[config.mk]
export PLATFORM = sky130hd
export DESIGN_NAME = packet_sender_ece496_flat
export DESIGN_NICKNAME = d
export VERILOG_FILES = /design/src/rtl/packet_sender_ece496_if.sv /design/src/rtl/packet_sender_ece496.sv /design/src/flat_wrapper.sv
export SDC_FILE = /design/constraint.sdc
export NUM_CORES = 1
export LEC_CHECK = 0
export ABC_AREA = 1
export BUFFER_PORTS_ARGS = -buffer_cell sky130_fd_sc_hd__clkbuf_2
export CAP_MARGIN = 30
export CELL_PAD_IN_SITES_DETAIL_PLACEMENT = 1
export CELL_PAD_IN_SITES_GLOBAL_PLACEMENT = 2
export CORE_UTILIZATION = 29
export DETAILED_ROUTE_END_ITERATION = 7
export HOLD_SLACK_MARGIN = 0.06
export PLACE_DENSITY = 0.89
export REMOVE_ABC_BUFFERS = 1
export SYNTH_ARGS = -nofsm -noshare
export SYNTH_HDL_FRONTEND = slang
export SYNTH_SLANG_ARGS = --single-unit
[constraint.sdc]
create_clock -name clock -period 1.9 [get_ports clock]
set_input_delay 0.095 -clock clock [delete_from_list [all_inputs] [get_ports clock]]
set_output_delay 0.095 -clock clock [all_outputs]
set_load 0.02 [all_outputs]
[src/rtl/packet_sender_ece496_if.sv]
// Stream-switch / FIFO / UART side signals of the packet sender.
// master is the sender's view; slave is the surrounding switch, FIFOs and UART.
interface packet_sender_ece496_if;
  logic [2:0] mux_select;
  logic       select_ready;
  logic [7:0] stream_data;
  logic       stream_empty;
  logic       uart_ready;
  logic [7:0] fifo_rd;
  logic [7:0] uart_data;
  logic       uart_send;
  logic       ready_to_send;
  logic       packet_sent;

  modport master (
    input  mux_select, select_ready, stream_data, stream_empty, uart_ready,
    output fifo_rd, uart_data, uart_send, ready_to_send, packet_sent
  );

  modport slave (
    output mux_select, select_ready, stream_data, stream_empty, uart_ready,
    input  fifo_rd, uart_data, uart_send, ready_to_send, packet_sent
  );
endinterface

[src/rtl/packet_sender_ece496.sv]
// Sends one header byte {A,0,sel} then PAYLOAD_BYTES bytes pulled from the
// granted stream FIFO to a byte-wide UART; strobes are combinational on uart_ready.
module packet_sender_ece496 #(
  parameter int PAYLOAD_BYTES = 4
) (
  input logic                    clock,
  input logic                    reset,
  packet_sender_ece496_if.master bus
);
  typedef enum logic [2:0] {IDLE, HDR, RD, LAT, TX, DONE} state_t;

  localparam logic [3:0] LAST_CNT = 4'(PAYLOAD_BYTES - 1);

  state_t     state, state_nxt;
  logic [2:0] sel, sel_nxt;
  logic [3:0] cnt, cnt_nxt;
  logic [7:0] byte_q, byte_nxt;
  logic [7:0] last_data;
  logic [7:0] rd, data;
  logic       send, rts, psent;

  always_ff @(posedge clock) begin
    if (reset) begin
      state     <= IDLE;
      sel       <= '0;
      cnt       <= '0;
      byte_q    <= '0;
      last_data <= '0;
    end else begin
      state     <= state_nxt;
      sel       <= sel_nxt;
      cnt       <= cnt_nxt;
      byte_q    <= byte_nxt;
      last_data <= data;
    end
  end

  always_comb begin
    state_nxt = state;
    sel_nxt   = sel;
    cnt_nxt   = cnt;
    byte_nxt  = byte_q;
    rd        = '0;
    send      = 1'b0;
    data      = last_data;
    rts       = 1'b0;
    psent     = 1'b0;
    case (state)
      IDLE: begin
        rts = bus.uart_ready;
        if (bus.select_ready) begin
          sel_nxt   = bus.mux_select;
          cnt_nxt   = '0;
          state_nxt = HDR;
        end
      end
      HDR: begin
        if (bus.uart_ready) begin
          send      = 1'b1;
          data      = {4'hA, 1'b0, sel};
          state_nxt = RD;
        end
      end
      RD: begin
        if (!bus.stream_empty) begin
          rd        = 8'(1) << sel;
          state_nxt = LAT;
        end
      end
      LAT: begin
        // FIFO read data arrives one cycle after the strobe
        byte_nxt  = bus.stream_data;
        state_nxt = TX;
      end
      TX: begin
        if (bus.uart_ready) begin
          send = 1'b1;
          data = byte_q;
          if (cnt == LAST_CNT) begin
            state_nxt = DONE;
          end else begin
            cnt_nxt   = cnt + 4'd1;
            state_nxt = RD;
          end
        end
      end
      DONE: begin
        psent     = 1'b1;
        state_nxt = IDLE;
      end
      default: state_nxt = IDLE;
    endcase
    // Losing the grant abandons the packet; any strobe issued this cycle still goes out.
    if (!bus.select_ready && (state == HDR || state == RD || state == LAT || state == TX))
      state_nxt = IDLE;
  end

  assign bus.fifo_rd       = reset ? 8'h00 : rd;
  assign bus.uart_data     = reset ? 8'h00 : data;
  assign bus.uart_send     = reset ? 1'b0  : send;
  assign bus.ready_to_send = reset ? 1'b0  : rts;
  assign bus.packet_sent   = reset ? 1'b0  : psent;
endmodule

[src/flat_wrapper.sv]
// flat-port wrapper written by rule: the top's interface ports become plain ports
module packet_sender_ece496_flat 
#(
  parameter int PAYLOAD_BYTES = 4
)
  (clock, reset, bus_mux_select, bus_select_ready, bus_stream_data, bus_stream_empty, bus_uart_ready, bus_fifo_rd, bus_uart_data, bus_uart_send, bus_ready_to_send, bus_packet_sent);
  packet_sender_ece496_if bus_i ();
  input logic clock;
  input logic reset;
  input wire logic [$bits(bus_i.mux_select)-1:0] bus_mux_select;
  input wire logic [$bits(bus_i.select_ready)-1:0] bus_select_ready;
  input wire logic [$bits(bus_i.stream_data)-1:0] bus_stream_data;
  input wire logic [$bits(bus_i.stream_empty)-1:0] bus_stream_empty;
  input wire logic [$bits(bus_i.uart_ready)-1:0] bus_uart_ready;
  output wire logic [$bits(bus_i.fifo_rd)-1:0] bus_fifo_rd;
  output wire logic [$bits(bus_i.uart_data)-1:0] bus_uart_data;
  output wire logic [$bits(bus_i.uart_send)-1:0] bus_uart_send;
  output wire logic [$bits(bus_i.ready_to_send)-1:0] bus_ready_to_send;
  output wire logic [$bits(bus_i.packet_sent)-1:0] bus_packet_sent;
  assign bus_i.mux_select = bus_mux_select;
  assign bus_i.select_ready = bus_select_ready;
  assign bus_i.stream_data = bus_stream_data;
  assign bus_i.stream_empty = bus_stream_empty;
  assign bus_i.uart_ready = bus_uart_ready;
  assign bus_fifo_rd = bus_i.fifo_rd;
  assign bus_uart_data = bus_i.uart_data;
  assign bus_uart_send = bus_i.uart_send;
  assign bus_ready_to_send = bus_i.ready_to_send;
  assign bus_packet_sent = bus_i.packet_sent;
  packet_sender_ece496 #(.PAYLOAD_BYTES(PAYLOAD_BYTES)) u_core (.clock(clock), .reset(reset), .bus(bus_i));
endmodule
Word-level counts from Yosys, hierarchy flattened
Index checks and enable logic that the tools add are counted.
Storage, ports and cells
  output and inout port bits: 19
  ROM bits: 0
  bits of input ports: 16
  word-level logic and storage cells: 54
  flip-flop bits (word level): 26
  bits in latches: 0
  bits in writable memories: 0
  memories kept: 0
Cells by class
  add/subtract/negate cells: 1
  reductions and logical operators: 12
  multiply operators: 0
  eq/ne operators: 11
  bitwise gates (word level): 0
  magnitude comparators: 0
  div/mod/pow operators: 0
  mux-type cells: 24
  shifts and indexed selects: 1
Operators with widths (number)
  8-bit two-way mux: 6
  8-bit one-hot mux with 2 select lines: 1
  3-bit two-way mux: 5
  3-bit one-hot mux with 5 select lines: 1
  4-bit two-way mux: 3
  2-bit != test, second input constant: 5
  4-bit one-hot mux with 2 select lines: 1
  4-bit AND reduction: 2
  1-bit by 3-bit left shift with 8-bit output, first input constant: 1
  1-bit two-way mux: 7
  3-bit by 2-bit == test with 1-bit output, second input constant: 2
  3-bit == test, second input constant: 2
  4-bit by 1-bit adder with 4-bit output, second input constant: 1
  4-bit by 2-bit == test with 1-bit output, second input constant: 1
  2-bit OR reduction: 2
  3-bit by 1-bit == test with 1-bit output, second input constant: 1
  3-bit zero test: 1
  1-bit logical OR: 3
  2-bit AND reduction: 1
  2-bit nonzero test: 1
  1-bit logical AND: 1
  1-bit zero test: 1

Logic depth before layout (Yosys ltp)
  depth after elaboration: 6
  depth in mapped cells: 9
  gate-level depth less buffers: 9

Least setup slack after synthesis
Ideal clock, no wire load.
  path kind: register to register
  from: reg u_core.state[0]
  to: reg u_core.last_data[0]
  slack: 0.422 ns
  period minus slack after synthesis: 1.478 ns
  library setup time: 0.169 ns
  stages on the path, launching flop included: 6
  buffers on the path: 0
  data arrival time: 1.309 ns
  required time: 1.731 ns
  cells stage by stage: dfxtp_1 > nor2_2 > nand2_1 > nor2_2 > nand2_1 > a31oi_1
Between the ends
  word-level cells in the longest chain between the ends: 3
  elaborated cells on any way between the ends: 4
  classes of those cells: eq/ne (2); mux (2)
RTL lines
  start, declared: line packet_sender_ece496.sv:14  | state_t state, state_nxt;
  start signal, assigned: line packet_sender_ece496.sv:30  | state <= state_nxt;
  3-bit == test or 3-bit by 1-bit == test with 1-bit output (tied branches): line packet_sender_ece496.sv:48  | case (state)
  8-bit one-hot mux with 2 select lines (*): line packet_sender_ece496.sv:48
  8-bit two-way mux (*)
  via bus_uart_data[0]: line flat_wrapper.sv:16  | output wire logic [$bits(bus_i.uart_data)-1:0] bus_uart_data;
  end signal, assigned: line packet_sender_ece496.sv:34  | last_data <= data;
  end, declared: line packet_sender_ece496.sv:18  | logic [7:0] last_data;
Mark *: on every way through the listed nets, which the timed path passes. The rest lies on a longest branch.
A chain may end at the register's enable or synchronous reset.

Final worst setup path
  from: reg u_core.state[1]
  to: out bus_uart_data[2]
Between the ends
  word-level cells in the longest chain between the ends: 3
  elaborated cells on any way between the ends: 4
  classes of those cells: eq/ne (2); mux (2)
RTL lines
  3-bit == test or 3-bit by 1-bit == test with 1-bit output (tied branches): line packet_sender_ece496.sv:48
  8-bit one-hot mux with 2 select lines (*): line packet_sender_ece496.sv:48
  8-bit two-way mux (*): line packet_sender_ece496.sv:99  | assign bus.uart_data = reset ? 8'h00 : data;
  end, declared: line flat_wrapper.sv:16
Mark *: on every way between the ends. The rest lies on a longest branch, timed or not.

==> out/qor.json <==
{
  "worst_ep_required_time": {"value": 1.80, "unit": "ns"},
  "crit-reg2reg-capture": {"value": "u_core.state[2]$_SDFFE_PP0P_"},
  "number_of_antenna_violations_at_the_first_check_in_global_routing": {"value": 0},
  "slew_headroom": {"value": 70.28, "unit": "%"},
  "grt.total_usage": {"value": 17.54, "unit": "%"},
  "seq_power_share": {"value": 34.0, "unit": "%"},
  "finalCoreUtilization": {"value": 42.08, "unit": "%"},
  "avgRoutedWirePerCell": {"value": 12.82, "unit": "um"},
  "power_frac_comb": {"value": 45.9, "unit": "%"},
  "layout-drive-gt1-share": {"value": 25.31, "unit": "%"},
  "worst_pin_slew": {"value": 0.4443, "unit": "ns"},
  "power.leakage": {"value": 0.8102, "unit": "nW"},
  "grt_pass1_vias": {"value": 1385},
  "post_synth_num_cell_types": {"value": 25},
  "clkTransAtPathRegs": {"value": 0.10, "unit": "ns"},
  "pin_count_of_the_biggest_net_entering_global_routing": {"value": 19},
  "outcome": {"value": "complete, no violations"},
  "largest_voltage_drop_on_the_vdd_net": {"value": 0.3970, "unit": "mV"},
  "source_to_sink_clock_delay_at_the_later_pin_of_the_worst_skew_pair": {"value": 0.27, "unit": "ns"},
  "holdPathStages": {"value": 3},
  "timing.critical_path.fanout_max": {"value": 6},
  "power_density": {"value": 1343, "unit": "nW/um2"},
  "final_area": {"value": 1732, "unit": "um2"},
  "floorplan.die.height": {"value": 68.50, "unit": "um"},
  "die_area": {"value": 4692, "unit": "um2"},
  "period_minus_slack": {"value": 1.800, "unit": "ns"},
  "io_pins": {"value": 35},
  "maxCapViolations": {"value": 0},
  "drt_first_pass_iters": {"value": 4},
  "whs_endpoint": {"value": "u_core.sel[0]$_SDFFE_PP0P_"},
  "critical_path.endpoint_type": {"value": "primary output"},
  "drt-vias-per-instance": {"value": 4.821},
  "grt_first_pass_wirelength": {"value": 6.113, "unit": "mm"},
  "critical_path.reg2reg.startpoint": {"value": "u_core.state[2]$_SDFFE_PP0P_"},
  "fin_skew": {"value": 0.002924, "unit": "ns"},
  "syn_to_final_growth": {"value": 35.02, "unit": "%"},
  "instance_area_at_placement": {"value": 1510, "unit": "um2"},
  "r2r_slack": {"value": 0.45, "unit": "ns"},
  "critical-path-max-stage-delay": {"value": 0.38, "unit": "ns"},
  "synth_top_area_share": {"value": 40.59, "unit": "%"},
  "max_clock_freq": {"value": 0.5555, "unit": "GHz"},
  "route.antenna.remaining_nets": {"value": 0},
  "cts_root_buf": {"value": "clkbuf_8"},
  "netSwitchingFraction": {"value": 42.88, "unit": "%"},
  "netlist.top_cell.by_area": {"value": "dfxtp_1"},
  "setup_viol": {"value": 0},
  "synth-seq-area-share": {"value": 40.59, "unit": "%"},
  "final-hold-violation-count": {"value": 0},
  "path_cells": {"value": "inv_2, nand3_2, nand2_2, nand2_2, inv_1, o21ai_1, nor2_1, buf_4"},
  "slew_viol_final": {"value": 0},
  "power_frac_clock": {"value": 20.2, "unit": "%"},
  "min_from": {"value": "bus_mux_select[0]"},
  "switching_power": {"value": 0.9975, "unit": "mW"},
  "criticalPathCategory": {"value": "reg -> out"},
  "crit_slowest_cell": {"value": "dfxtp_1"},
  "cellInternalPower": {"value": 1.329, "unit": "mW"},
  "timing.hold.ws": {"value": 0.09474, "unit": "ns"},
  "cts.htree.levels": {"value": 1},
  "synthesis.area": {"value": 1282, "unit": "um2"},
  "timing.critical_path.from_type": {"value": "flip-flop"},
  "yosys_warnings": {"value": 0},
  "cts_buffers": {"value": 3},
  "dieWidth": {"value": 68.50, "unit": "um"},
  "drc_violations_left": {"value": 0},
  "starting_density_of_the_core": {"value": 31.16, "unit": "%"},
  "syn_area_per_cell": {"value": 6.680, "unit": "um2"},
  "timing.hold.worst.class": {"value": "in -> reg"},
  "cp.arrival": {"value": 1.71, "unit": "ns"},
  "std_cell_rows": {"value": 23},
  "most_common_library_cell_in_the_layout_ignoring_fill_and_taps": {"value": "nor2_1"},
  "fin_nets": {"value": 259},
  "route.vias.total": {"value": 1403},
  "clock_tree_from_tritoncts": {"value": "yes"},
  "i_o_buffers": {"value": 34},
  "drt_iter0_markers": {"value": 48},
  "critical_path.most_common_cell": {"value": "nand2_2"},
  "antenna-diode-count": {"value": 0},
  "wl": {"value": 3.732, "unit": "mm"},
  "global_route.overflow_total": {"value": 0},
  "gp_congestion": {"value": 0.8437},
  "synth_seq_cells": {"value": 26},
  "dp.final_hpwl": {"value": 2.661, "unit": "mm"},
  "clock_sink_count": {"value": 26},
  "min_period_over_period": {"value": 94.75, "unit": "%"},
  "ys_top_cells_by_area": {"value": "dfxtp_1 (41%), nor2_1 (13%), nand2_1 (11%), o21ai_0 (7.0%), inv_1 (4.1%)"},
  "netlist_instances": {"value": 192},
  "aggregate_negative_setup_slack": {"value": 0, "unit": "ns"},
  "most-common-layout-cells": {"value": "nor2_1 (46), nand2_1 (34), clkbuf_2 (31)"},
  "coreArea": {"value": 4115, "unit": "um2"},
  "cts-root-to-sink-buffers": {"value": 2},
  "reg2regPathDepth": {"value": 9},
  "setup.worst_path.start": {"value": "u_core.state[1]$_SDFFE_PP0P_"}
}
==> Yosys cell counts, drive strengths merged <==
| library cell | instances |
|---|---|
| ha | 1 |
| or2 | 1 |
| a21oi | 4 |
| nand3b | 1 |
| clkbuf | 2 |
| buf | 1 |
| nor4 | 1 |
| nor3 | 8 |
| a22oi | 3 |
| inv | 19 |
| nand3 | 11 |
| nand4 | 4 |
| xnor2 | 1 |
| nor2 | 49 |
| nand2 | 39 |
| a31oi | 2 |
| o21ai | 19 |
| dfxtp | 26 |
==> repair_timing <==
action / in CTS / in global routing
buffers inserted: 3 / 2
pin swaps: 0 / 1
resized for setup: 2 / 10
setup endpoints to repair: 6 / 12
endpoints found under the hold margin: 8 / 0
hold buffers: 8 / 0
==> state kept, by name, indices dropped and copies added, names as in the netlist <==
name	count
u_core.byte_q	8
u_core.last_data	8
u_core.cnt	4
u_core.sel	3
u_core.state	3
==> power groups by stage <==
stage,clock [mW],sequential [mW],combinational (mW)
floorplan,0,0.761,0.703
global placement,0,0.785,0.915
detailed placement,0,0.792,0.926
CTS,0.480,0.785,0.999
global route,0.503,0.809,1.21
finish,0.470,0.790,1.07
==> routing by layer <==
metal  vias up  track usage, %  routed length, um
met3         5           2.961                 85
li1        726               -                  -
met4         0           4.688                 38
met5         -               0                  0
met1       652           22.87               1820
met2        20           29.66               1788
==> worst max path at each step <==
stage | end | slack (ns) | cells past startpoint
floorplan | u_core.last_data[0]$_DFF_P_ | 0.42 | 5
global placement | bus_uart_data[2] | 0.35 | 8
detailed placement | bus_uart_data[2] | 0.26 | 8
CTS | bus_uart_data[2] | 0.02 | 8
global route | bus_uart_data[2] | -0.02 | 8
finish | bus_uart_data[2] | 0.1 | 8
==> per-stage QoR <==
stage / worst slack [ns] / power (mW) / instances
finish: 0.09982 / 2.326 / 291
detailed placement: 0.2605 / 1.718 / 274
floorplan: 0.4225 / 1.465 / 189
global route: -0.01504 / 2.525 / 291
global placement: 0.3450 / 1.700 / 274
CTS: 0.01933 / 2.264 / 289
==> logic make-up (layout without fill, tap and decap cells) <==
logic type,after synthesis,count (layout),synth area share (%)
AND/OR/NAND/NOR,114,114,39.51
AO/OA/AOI/OAI,28,28,11.71
flip-flops,26,26,40.59
XOR/XNOR,1,1,0.6831
buffers and inverters,22,71,6.537
adder cells (fa/ha/maj),1,1,0.9755
==> layout make-up <==
| cell class | instances | area [um2] |
|---|---|---|
| fillers | 544 | 2384 |
| multi-input cells | 144 | 704.4 |
| flip-flops and latches | 26 | 521.8 |
| repair buffers | 48 | 300.3 |
| inverters | 19 | 71.32 |
| well taps | 50 | 62.56 |
| clock buffers | 3 | 41.29 |
| clock inverters | 1 | 30.03 |
==> critical path, delay by kind of cell, from the launching register on <==
kind | cells | cell delay (ns)
AND/OR/NAND/NOR | 4 | 0.56
buffers and inverters | 3 | 0.42
AO/OA/AOI/OAI | 1 | 0.06
flip-flops | 1 | 0.38
(Power assumes the default switching activity.)
